File: src/rtl/melody_sequencer.sv
// Autoplay sequencer for the organ tone decoder: plays a writable song memory and
// arbitrates with the manual keypad. Optional MELODY_TEMPO_ADJ_EN adds tempo_sel_i.
module melody_sequencer #(
    parameter int unsigned TICK_DIV = 6250000,
    parameter int unsigned GAP_CYC  = 1000000,
    parameter int unsigned ADDR_W   = 5
) (
    input  logic              clk,
    input  logic              sys_rst_n,
    input  logic              start_i,
    input  logic              stop_i,
    input  logic              loop_en_i,
    input  logic              key_valid_i,
    input  logic [3:0]        key_data_i,
    input  logic              wr_en_i,
    input  logic [ADDR_W-1:0] wr_addr_i,
    input  logic [7:0]        wr_data_i,
`ifdef MELODY_TEMPO_ADJ_EN
    input  logic [1:0]        tempo_sel_i,
`endif
    output logic              tone_pressed_o,
    output logic [3:0]        tone_data_o,
    output logic              playing_o,
    output logic [ADDR_W-1:0] note_idx_o
);

    localparam int unsigned DEPTH     = 1 << ADDR_W;
    localparam int unsigned TICK_LONG = 2 * TICK_DIV;
    localparam int unsigned CNT_MAX   = (TICK_LONG > GAP_CYC) ? TICK_LONG : GAP_CYC;
    localparam int unsigned CNT_W     = $clog2(CNT_MAX + 1);
    localparam int unsigned GAP_LAST  = (GAP_CYC > 0) ? GAP_CYC - 1 : 0;
    localparam bit          HAS_GAP   = (GAP_CYC != 0);
`ifdef MELODY_TEMPO_ADJ_EN
    localparam int unsigned TICK_HALF = (TICK_DIV / 2 > 0) ? TICK_DIV / 2 : 1;
    localparam int unsigned TICK_QTR  = (TICK_DIV / 4 > 0) ? TICK_DIV / 4 : 1;
`endif

    typedef enum logic [2:0] {
        IDLE   = 3'd0,
        SCALE  = 3'd1,
        NOTE   = 3'd2,
        GAP    = 3'd3,
        END_ST = 3'd4
    } state_e;

    state_e              state_q, state_d;
    logic [ADDR_W-1:0]   idx_q, idx_d;
    logic [CNT_W-1:0]    cnt_q, cnt_d;
    logic [CNT_W-1:0]    tick_len_q, tick_len_d;
    logic [CNT_W-1:0]    tick_len_sel_c;
    logic [2:0]          tick_q, tick_d;
    logic [7:0]          entry_q, entry_d;
    logic                playing_q, playing_d;
    logic                pressed_q, pressed_d;
    logic [3:0]          data_q, data_d;
    logic                key_q;
    logic                adv_c, load_c;
    logic [7:0]          fetch_c;

    logic [7:0]          mem_q [DEPTH];
    logic [DEPTH-1:0]    vld_q;

    // Built-in tune for entries never written: ascending mid-octave scale, then END.
    function automatic logic [7:0] default_entry(input logic [ADDR_W-1:0] idx);
        logic [31:0] i;
        i = 32'(idx);
        if (i < 32'd7) return {2'b01, 3'(i + 32'd1), 3'd1};
        return 8'hC0;
    endfunction

    always_ff @(posedge clk) begin
        if (wr_en_i) mem_q[wr_addr_i] <= wr_data_i;
    end

    always_ff @(posedge clk or negedge sys_rst_n) begin
        if (!sys_rst_n)   vld_q <= '0;
        else if (wr_en_i) vld_q[wr_addr_i] <= 1'b1;
    end

`ifdef MELODY_TEMPO_ADJ_EN
    always_comb begin
        case (tempo_sel_i)
            2'b01:   tick_len_sel_c = CNT_W'(TICK_LONG);
            2'b10:   tick_len_sel_c = CNT_W'(TICK_HALF);
            2'b11:   tick_len_sel_c = CNT_W'(TICK_QTR);
            default: tick_len_sel_c = CNT_W'(TICK_DIV);
        endcase
    end
`else
    assign tick_len_sel_c = CNT_W'(TICK_DIV);
`endif

    always_ff @(posedge clk or negedge sys_rst_n) begin
        if (!sys_rst_n) begin
            state_q    <= IDLE;
            idx_q      <= '0;
            cnt_q      <= '0;
            tick_len_q <= CNT_W'(TICK_DIV);
            tick_q     <= '0;
            entry_q    <= '0;
            playing_q  <= 1'b0;
            pressed_q  <= 1'b0;
            data_q     <= '0;
            key_q      <= 1'b0;
        end else begin
            state_q    <= state_d;
            idx_q      <= idx_d;
            cnt_q      <= cnt_d;
            tick_len_q <= tick_len_d;
            tick_q     <= tick_d;
            entry_q    <= entry_d;
            playing_q  <= playing_d;
            pressed_q  <= pressed_d;
            data_q     <= data_d;
            key_q      <= key_valid_i;
        end
    end

    // Next state; outputs are derived from the next state so they register in step.
    always_comb begin
        state_d    = state_q;
        idx_d      = idx_q;
        cnt_d      = cnt_q;
        tick_len_d = tick_len_q;
        tick_d     = tick_q;
        entry_d    = entry_q;
        playing_d  = playing_q;
        pressed_d  = 1'b0;
        data_d     = 4'h0;
        adv_c      = 1'b0;
        load_c     = 1'b0;
        fetch_c    = 8'h00;

        if (stop_i) begin
            state_d   = IDLE;
            idx_d     = '0;
            cnt_d     = '0;
            tick_d    = '0;
            playing_d = 1'b0;
        end else if (start_i) begin
            state_d   = SCALE;
            idx_d     = '0;
            playing_d = 1'b1;
            load_c    = 1'b1;
        end else if (key_valid_i) begin
            state_d = state_q;
        end else if (key_q && (state_q == SCALE || state_q == NOTE || state_q == GAP)) begin
            // Keypad may have changed the decoder scale: replay the entry from SCALE.
            state_d = SCALE;
            load_c  = 1'b1;
        end else begin
            case (state_q)
                SCALE: begin
                    if (entry_q[7:6] == 2'b11) begin
                        state_d = END_ST;
                    end else begin
                        state_d    = NOTE;
                        cnt_d      = '0;
                        tick_d     = '0;
                        tick_len_d = tick_len_sel_c;
                    end
                end
                NOTE: begin
                    if (cnt_q == tick_len_q - CNT_W'(1)) begin
                        cnt_d = '0;
                        if (tick_q == entry_q[2:0]) begin
                            if (HAS_GAP) state_d = GAP;
                            else         adv_c   = 1'b1;
                        end else begin
                            tick_d = tick_q + 3'd1;
                        end
                    end else begin
                        cnt_d = cnt_q + CNT_W'(1);
                    end
                end
                GAP: begin
                    if (cnt_q == CNT_W'(GAP_LAST)) begin
                        cnt_d = '0;
                        adv_c = 1'b1;
                    end else begin
                        cnt_d = cnt_q + CNT_W'(1);
                    end
                end
                END_ST: begin
                    idx_d = '0;
                    if (loop_en_i) begin
                        state_d = SCALE;
                        load_c  = 1'b1;
                    end else begin
                        state_d   = IDLE;
                        playing_d = 1'b0;
                    end
                end
                default: state_d = IDLE;
            endcase
        end

        // Last entry wraps to 0 and is handled as END.
        if (adv_c) begin
            if (idx_q == ADDR_W'(DEPTH - 1)) begin
                state_d = END_ST;
                idx_d   = '0;
            end else begin
                state_d = SCALE;
                idx_d   = idx_q + ADDR_W'(1);
                load_c  = 1'b1;
            end
        end

        if (load_c) begin
            fetch_c = vld_q[idx_d] ? mem_q[idx_d] : default_entry(idx_d);
            entry_d = fetch_c;
            cnt_d   = '0;
            tick_d  = '0;
        end

        if (key_valid_i) begin
            pressed_d = (key_data_i != 4'h0) && (key_data_i <= 4'h7);
            data_d    = key_data_i;
        end else begin
            case (state_d)
                SCALE: data_d = 4'hA + {2'b00, entry_d[7:6]};
                NOTE: begin
                    if (entry_d[5:3] != 3'd0) begin
                        pressed_d = 1'b1;
                        data_d    = {1'b0, entry_d[5:3]};
                    end
                end
                default: ;
            endcase
        end
    end

    assign tone_pressed_o = pressed_q;
    assign tone_data_o    = data_q;
    assign playing_o      = playing_q;
    assign note_idx_o     = idx_q;

endmodule

File: config.mk
export PLATFORM = sky130hd
export DESIGN_NAME = melody_sequencer
export DESIGN_NICKNAME = d
export VERILOG_FILES = /design/src/rtl/melody_sequencer.sv
export SDC_FILE = /design/constraint.sdc
export NUM_CORES = 1
export LEC_CHECK = 0
export ABC_AREA = 1
export ABC_CLOCK_PERIOD_IN_PS = 4000
export CAP_MARGIN = 20
export CELL_PAD_IN_SITES_DETAIL_PLACEMENT = 1
export CELL_PAD_IN_SITES_GLOBAL_PLACEMENT = 1
export CORE_ASPECT_RATIO = 1.1
export CORE_UTILIZATION = 51
export CTS_CLUSTER_SIZE = 24
export DETAILED_ROUTE_END_ITERATION = 7
export DONT_BUFFER_PORTS = 1
export PLACE_DENSITY_LB_ADDON = 0.1
export SYNTH_ARGS = -nofsm -noshare
export SYNTH_HDL_FRONTEND = slang
export SYNTH_SLANG_ARGS = --single-unit
File: constraint.sdc
create_clock -name clk -period 4 [get_ports clk]
set_clock_uncertainty 0.2 [all_clocks]
set_input_delay 0.8 -clock clk [delete_from_list [all_inputs] [get_ports clk]]
set_output_delay 0.8 -clock clk [all_outputs]
set_load 0.02 [all_outputs]
==> results of run 1 <==
## cells in the final DEF, fill, tap and decap left out, types with 2 or more instances in the layout
cell type,netlist,routed
ha_1,5,5
o32ai_1,3,3
nand4_1,8,8
xnor2_1,3,3
a2bb2oi_1,2,2
a22o_1,3,3
buf_12,0,8
nand2_2,3,3
clkinv_1,1,4
nor2_2,5,5
buf_4,13,35
nand3_4,2,2
nor4_1,7,7
clkbuf_8,0,2
nand3_1,252,252
inv_1,124,124
inv_2,11,11
o21ai_0,39,38
dfrtp_1,82,82
and3_1,2,2
o311ai_0,2,2
nand3b_1,47,47
or2_2,40,40
nor3_1,14,14
xor2_1,9,9
clkbuf_16,0,39
clkbuf_1,12,20
edfxtp_1,256,256
nor2_1,106,106
o22ai_1,5,5
o211ai_1,17,17
nand3_2,3,3
nand2_1,296,296
and2_1,2,2
a31oi_1,4,4
o21ai_1,13,14
a21oi_1,25,25
## power by group through the flow
stage | Sequential [mW] | Clock, mW | Combinational [mW]
global route | 3.99 | 3.42 | 0.326
global placement | 4.04 | 0 | 0.260
detailed placement | 4.05 | 0 | 0.271
CTS | 3.98 | 3.31 | 0.295
floorplan | 4.02 | 0 | 0.203
finish | 3.98 | 3.25 | 0.295
## critical path, delay by kind of cell, from the launching register on
| kind | cells | cell delay [ns] |
|---|---|---|
| and+or+nand+nor | 14 | 1.58 |
| buffers and inverters | 3 | 0.73 |
| DFF | 1 | 0.54 |
| adders and majority gates | 2 | 0.44 |
## how the worst min path moves through the flow
| stage | from | end | slack (ns) | cells after the start |
|---|---|---|---|---|
| after floorplan | vld_q[11]$_DFFE_PN0P_ | vld_q[11]$_DFFE_PN0P_ | 0.24 | 1 |
| after global placement | vld_q[19]$_DFFE_PN0P_ | vld_q[19]$_DFFE_PN0P_ | 0.25 | 1 |
| after detailed placement | vld_q[3]$_DFFE_PN0P_ | vld_q[3]$_DFFE_PN0P_ | 0.25 | 1 |
| after CTS | sys_rst_n | cnt_q[12]$_DFFE_PN0P_ | 0.008 | 1 |
| after global routing | sys_rst_n | cnt_q[11]$_DFFE_PN0P_ | 0.01 | 1 |
| final | sys_rst_n | cnt_q[11]$_DFFE_PN0P_ | 0.0001 | 1 |
## synthesized netlist by cell type, types with 4 or more instances
cell / instances
a21oi_1: 25
a31oi_1: 4
buf_2: 28
buf_4: 13
buf_6: 12
clkbuf_1: 12
dfrtp_1: 82
edfxtp_1: 256
ha_1: 5
inv_1: 124
inv_2: 11
nand2_1: 296
nand3_1: 252
nand3b_1: 47
nand4_1: 8
nor2_1: 106
nor2_2: 5
nor3_1: 14
nor4_1: 7
o211ai_1: 17
o21ai_0: 39
o21ai_1: 13
o22ai_1: 5
or2_2: 40
xor2_1: 9
## sequential cells by signal, indices dropped and copies added, names as in the netlist
signal,flops
mem_q,256
state_q,3
cnt_q,24
entry_q,8
tone_pressed_o,1
key_q,1
tick_q,3
playing_o,1
vld_q,32
tone_data_o,4
note_idx_o,5
## area by class of cell
class	instances	area (um2)	area share, %
flip-flops and latches	338	9740	57.5
clock buffers	61	1080	6.36
clock inverters	7	62.6	0.369
inverters	137	517	3.05
well taps	374	468	2.76
multi-input cells	928	4630	27.3
repair buffers	44	450	2.66
## cell families after synthesis
group / Yosys count / share of synthesized area (%)
compound gates: 119 / 4.70
buf+inv: 204 / 6.15
simple gates: 792 / 24.4
flops: 338 / 63.6
fa+ha+maj: 5 / 0.409
xor+xnor: 12 / 0.686
## routing by layer
metal	up-vias	global-route usage (%)	wire length, um
met5	-	0	0
met4	0	6.90	818
met3	60	4.48	2260
met2	308	50.4	21500
met1	5606	38.9	19100
li1	5093	-	-
==> results.json, run 1 <==
{
  "postCtsResizedCells": 0,
  "max_freq_mhz": 273,
  "antenna_found_initial": 0,
  "cts_htree_levels": 2,
  "via_per_inst": 5.86,
  "antenna_violating_nets_post_route": 0,
  "drt-pass1-iter-count": 5,
  "p_clk_share_pct": 43.2,
  "path_common_cell": "nand3_1",
  "totalWireLength_mm": 43.6,
  "internal_power_mw": 5.94,
  "floorplan.io_pins": 35,
  "holdBufCountCts": 1,
  "hpwlAfterDp_mm": 27.8,
  "grt_pass1_wl_mm": 67.7,
  "synthDistinctLibCells": 49,
  "route.vias.total": 11100,
  "timing.critical_path.from": "note_idx_o[1]$_DFF_PN0_",
  "grt_overflow_total": 0,
  "cpMaxStageDelayCell": "buf_4",
  "cts_root_buffer": "clkbuf_16",
  "timing.hold.worst.class": "primary input to asynchronous set/reset pin",
  "post_synth_main_area_contributors": "edfxtp_1, dfrtp_1, nand3_1, nand2_1, inv_1",
  "cp_max_fo": 62,
  "holdWs_ns": 0.000127,
  "grt_start_max_net_pins": 106,
  "cts-buffers-inserted": 37,
  "ys_async_sr_fraction_pct": 24.3,
  "final_period_minus_worst_setup_slack_ns": 3.66,
  "p_total_mw": 7.53,
  "critPathCaptureType": "register",
  "total_leakage_power_nw": 6.51,
  "num_rows": 66,
  "fp.dieH_um": 184,
  "drt-initial-drc-count": 955,
  "worst_setup_path_start_kind": "register",
  "unrepaired_setup_endpoints_after_global_routing": "no",
  "final.setup.worst_slack_ns": 0.336,
  "p_sw_mw": 1.59,
  "ys.warnings.count": 0,
  "global_route.usage.total_pct": 29.2,
  "finalCoreUtilization_pct": 57.3,
  "initial_core_util_pct": 51.8,
  "clock_path_buffers": 3,
  "power_density_nw_per_um2": 444,
  "dieArea_um2": 30700,
  "timing_max_transition_violations_final": 0,
  "cap_violations": 0,
  "timing.reg2reg.setup_slack_ns": 0.34,
  "comb_power_share_pct": 3.9,
  "max_stage_delay_ns": 0.59,
  "worstPathCellList": "ha_1, nand2_1, nor2_1, ha_1, inv_1, nand4_4, buf_4, nand3_1, nand3_1, nand3_1, nand3_1, nand3_2, nand2_2, nand2_1, nand3_1, nand3_1, nand2_1, inv_1, nand2_1",
  "finalWeightedCongestion": 0.884,
  "wl_per_cell_um": 23.1,
  "cell_area_after_layout_um2": 16900,
  "required_time_of_the_critical_path_ns": 4.25,
  "worst_r2r_endpoint": "tone_pressed_o$_DFF_PN0_",
  "die_width_um": 167,
  "synth_edf_count": 256,
  "category_of_the_most_critical_setup_path": "register to register",
  "place_inst": 1820,
  "placed_cell_area_um2": 15800,
  "route.detailed.drc": 0,
  "final_min_period_over_clock_period_pct": 91.6,
  "netlist_area_um2": 15300,
  "final-instance-count-excl-fill": 1889,
  "finalSetupTns_ns": 0,
  "clock_insertion_delay_worst_skew_ns": 0.52,
  "filler_cell_count": 3195,
  "r2r_cells": 19,
  "core_area_um2": 29600,
  "synth_nets": 1499,
  "drive_gt1_share_pct": 10.6,
  "vdd_drop_max_mv": 0.370,
  "layout-area-overhead-vs-synth_pct": 10.7,
  "clk_pin_slew_worst_paths_ns": 0.06,
  "postSynthRegisterBits": 338,
  "yosys_most_used_dff": "edfxtp_1",
  "synthDominantCellAreaShare_pct": 50.2,
  "run_status": "finished, final reports clean",
  "synth.yosys.seq_area_share_pct": 63.6,
  "cts_tree": "done",
  "rr_startpoint": "note_idx_o[1]$_DFF_PN0_",
  "endpoint": "tone_pressed_o$_DFF_PN0_",
  "setup-violations-final": 0,
  "power.sequential.fraction_pct": 52.9,
  "first_global_vias": 11500,
  "worst-endpoint-arrival_ns": 3.91,
  "n_antenna_cell": 0,
  "design.final.nets": 1515,
  "port_buffers": 0,
  "synth_cells": 1470,
  "synth_area_leader_cell": "edfxtp_1",
  "post-cts-setup-buffer-count": 0,
  "proportion_of_total_power_due_to_net_switching_pct": 21.1,
  "timing.max_slew.rel_slack_pct": 35.4,
  "timing_hold_violations_final": 0,
  "max_slew.worst_pin.slew_ns": 0.965,
  "cts_num_sinks": 338,
  "dp_worst_setup_slack_ns": 0.424,
  "synth.avg_cell_area_um2": 10.4
}
Power figures use the tool's default switching activity.
==> run 2: changes to the inputs <==
--- a/config.mk
+++ b/config.mk
@@ -11,6 +11,7 @@
 export CELL_PAD_IN_SITES_DETAIL_PLACEMENT = 1
 export CELL_PAD_IN_SITES_GLOBAL_PLACEMENT = 1
 export CORE_ASPECT_RATIO = 1.1
+export CORE_MARGIN = 2
 export CORE_UTILIZATION = 51
 export CTS_CLUSTER_SIZE = 24
 export DETAILED_ROUTE_END_ITERATION = 7
==> run 2 against run 1 <==
The run now ends with negative hold slack left; register-to-register slack better by 0.09 ns; global-route usage fell by 1.5 points; worst hold slack got worse by 0.020 ns; critical path type unchanged; largest power group unchanged.
==> results.json, run 2 (same netlist as run 1, synthesis figures left out) <==
{
  "run_status": "finished with violations",
  "violations": "negative hold slack",
  "dp_worst_setup_slack_ns": 0.311,
  "hpwlAfterDp_mm": 26.5,
  "drive_gt1_share_pct": 9.90,
  "grt_pass1_wl_mm": 65.9,
  "final_min_period_over_clock_period_pct": 89.5,
  "post-cts-setup-buffer-count": 0,
  "clk_pin_slew_worst_paths_ns": 0.06,
  "global_route.usage.total_pct": 27.7,
  "grt_start_max_net_pins": 83,
  "worst-endpoint-arrival_ns": 3.78,
  "cts_root_buffer": "clkbuf_16",
  "filler_cell_count": 3141,
  "layout.cells.most_common_list": "nand2_1, edfxtp_1, nand3_1, inv_1, nor2_1",
  "via_per_inst": 5.84,
  "max_freq_mhz": 279,
  "wl_per_cell_um": 22.8,
  "drt-pass1-iter-count": 5,
  "die_width_um": 169,
  "antenna_found_initial": 0,
  "cpMaxStageDelayCell": "dfrtp_1",
  "holdWs_ns": -0.0195,
  "mostFrequentLayoutCell": "nand2_1",
  "r2r_cells": 24,
  "vdd_drop_max_mv": 0.334,
  "core_area_um2": 29600,
  "timing.max_slew.rel_slack_pct": 33.7,
  "initial_core_util_pct": 51.8,
  "max_slew.worst_pin.slew_ns": 0.990,
  "multiInputGateArea_um2": 4630,
  "final.setup.worst_slack_ns": 0.422,
  "finalCoreUtilization_pct": 57.2,
  "cts_num_sinks": 338,
  "unrepaired_setup_endpoints_after_global_routing": "no",
  "floorplan.io_pins": 35,
  "setup-violations-final": 0,
  "worstPathCellList": "ha_1, nand3_2, inv_2, nand2_2, nor2_4, nand3_4, nand3_4, nand2_4, inv_4, buf_12, buf_4, nand2_1, nand2_1, nand2_1, nand3_1, nand2_1, nand2_1, nand2_1, inv_1, nand2_1, nand2_1, nand3_1, nand3_1, nand3_1",
  "antenna_violating_nets_post_route": 0,
  "n_antenna_cell": 0,
  "worst_setup_path_start_kind": "register",
  "worst_path_dominant_cell_family": "simple AND/OR/NAND/NOR gates",
  "number_of_flip_flops_under_the_largest_register_name": 256,
  "dieArea_um2": 31400,
  "timing_max_transition_violations_final": 0,
  "max_stage_delay_ns": 0.40,
  "category_of_the_most_critical_setup_path": "register to register",
  "route.detailed.drc": 0,
  "total_leakage_power_nw": 6.48,
  "cp_max_fo": 21,
  "drt-initial-drc-count": 807,
  "path_common_cell": "nand2_1",
  "timing_hold_violations_final": 12,
  "buffers_and_inverters_on_the_worst_path": 5,
  "design.final.nets": 1498,
  "required_time_of_the_critical_path_ns": 4.20,
  "worst_r2r_endpoint": "tone_data_o[1]$_DFF_PN0_",
  "final_period_minus_worst_setup_slack_ns": 3.58,
  "critPathCaptureType": "register",
  "rr_startpoint": "cnt_q[0]$_DFFE_PN0P_",
  "timing.reg2reg.setup_slack_ns": 0.42,
  "largest_register": "mem_q",
  "cap_violations": 0,
  "num_rows": 66,
  "cts_htree_levels": 2,
  "first_global_vias": 11500,
  "clock_insertion_delay_worst_skew_ns": 0.52,
  "finalSetupTns_ns": 0,
  "timing.hold.worst.class": "primary input to asynchronous set/reset pin",
  "cts_tree": "done",
  "power_density_nw_per_um2": 454,
  "finalWeightedCongestion": 0.829,
  "regArea_um2": 9740,
  "layout-area-overhead-vs-synth_pct": 10.4,
  "route.vias.total": 10900,
  "grt_overflow_total": 0,
  "fp.dieH_um": 186,
  "top_regs": "mem_q (256), vld_q (32), cnt_q (24)",
  "port_buffers": 0,
  "totalWireLength_mm": 42.6,
  "cts-buffers-inserted": 37,
  "clock_path_buffers": 3
}
run 2: cell count changes in the layout (fill, tap and decap cells not counted), sizes merged:
cell      change
buf          -17
bufinv        +3
clkbuf       -12
clkinv        +7
clkinvlp      -1
run 2: timing repair:
item	4_1_cts	5_1_grt
gates resized for setup	0	1
endpoints found under the hold margin	82	0
hold buffers	1	0
endpoints found under the setup margin	0	1
run 2: per-layer routing:
layer | wire [um] | vias to the layer above | track usage [%] | part of all wire, %
met1 | 18200 | 5515 | 36.4 | 43
met3 | 2370 | 83 | 5.38 | 5.6
met2 | 20800 | 274 | 46.6 | 49
li1 | - | 5051 | - | -
met5 | 0 | - | 0 | 0
met4 | 1180 | 0 | 8.89 | 2.8
run 2: worst max-delay path by stage:
stage / from / end / slack (ns) / cells after the start
6_report: cnt_q[0]$_DFFE_PN0P_ / tone_data_o[1]$_DFF_PN0_ / 0.42 / 24
5_1_grt: cnt_q[13]$_DFFE_PN0P_ / tone_data_o[2]$_DFF_PN0_ / 0.06 / 25
4_1_cts: note_idx_o[0]$_DFF_PN0_ / tone_data_o[2]$_DFF_PN0_ / 0.34 / 18
3_5_place_dp: key_valid_i / tone_pressed_o$_DFF_PN0_ / 0.31 / 19
3_3_place_gp: key_valid_i / tone_data_o[1]$_DFF_PN0_ / 0.44 / 22
2_1_floorplan: start_i / tone_pressed_o$_DFF_PN0_ / 0.73 / 18
run 2: cell type report:
class | instances | share of cell area (%)
clock buffers | 49 | 6.00
clock inverters | 16 | 1.10
inverters | 137 | 3.06
multi-input cells | 928 | 27.4
flip-flops and latches | 338 | 57.6
well taps | 374 | 2.77
repair buffers | 27 | 2.08
run 2: power breakdown:
group	internal, mW	switching [mW]	leakage [nW]
clock network	2.04	1.37	0.585
registers	3.91	0.0671	3.34
logic	0.118	0.162	2.56
total	6.07	1.60	6.48
run 2: metrics by stage:
stage          hold slack (ns)  instances  instance area (um2)  total power, mW
6_report               -0.0195       1869                16900             7.67
3_3_place_gp             0.253       1803                15700             4.28
2_1_floorplan            0.240       1470                15300             4.22
3_5_place_dp             0.257       1803                15700             4.30
4_1_cts                0.00256       1869                16900             7.72
5_1_grt                0.00380       1869                16900             7.90
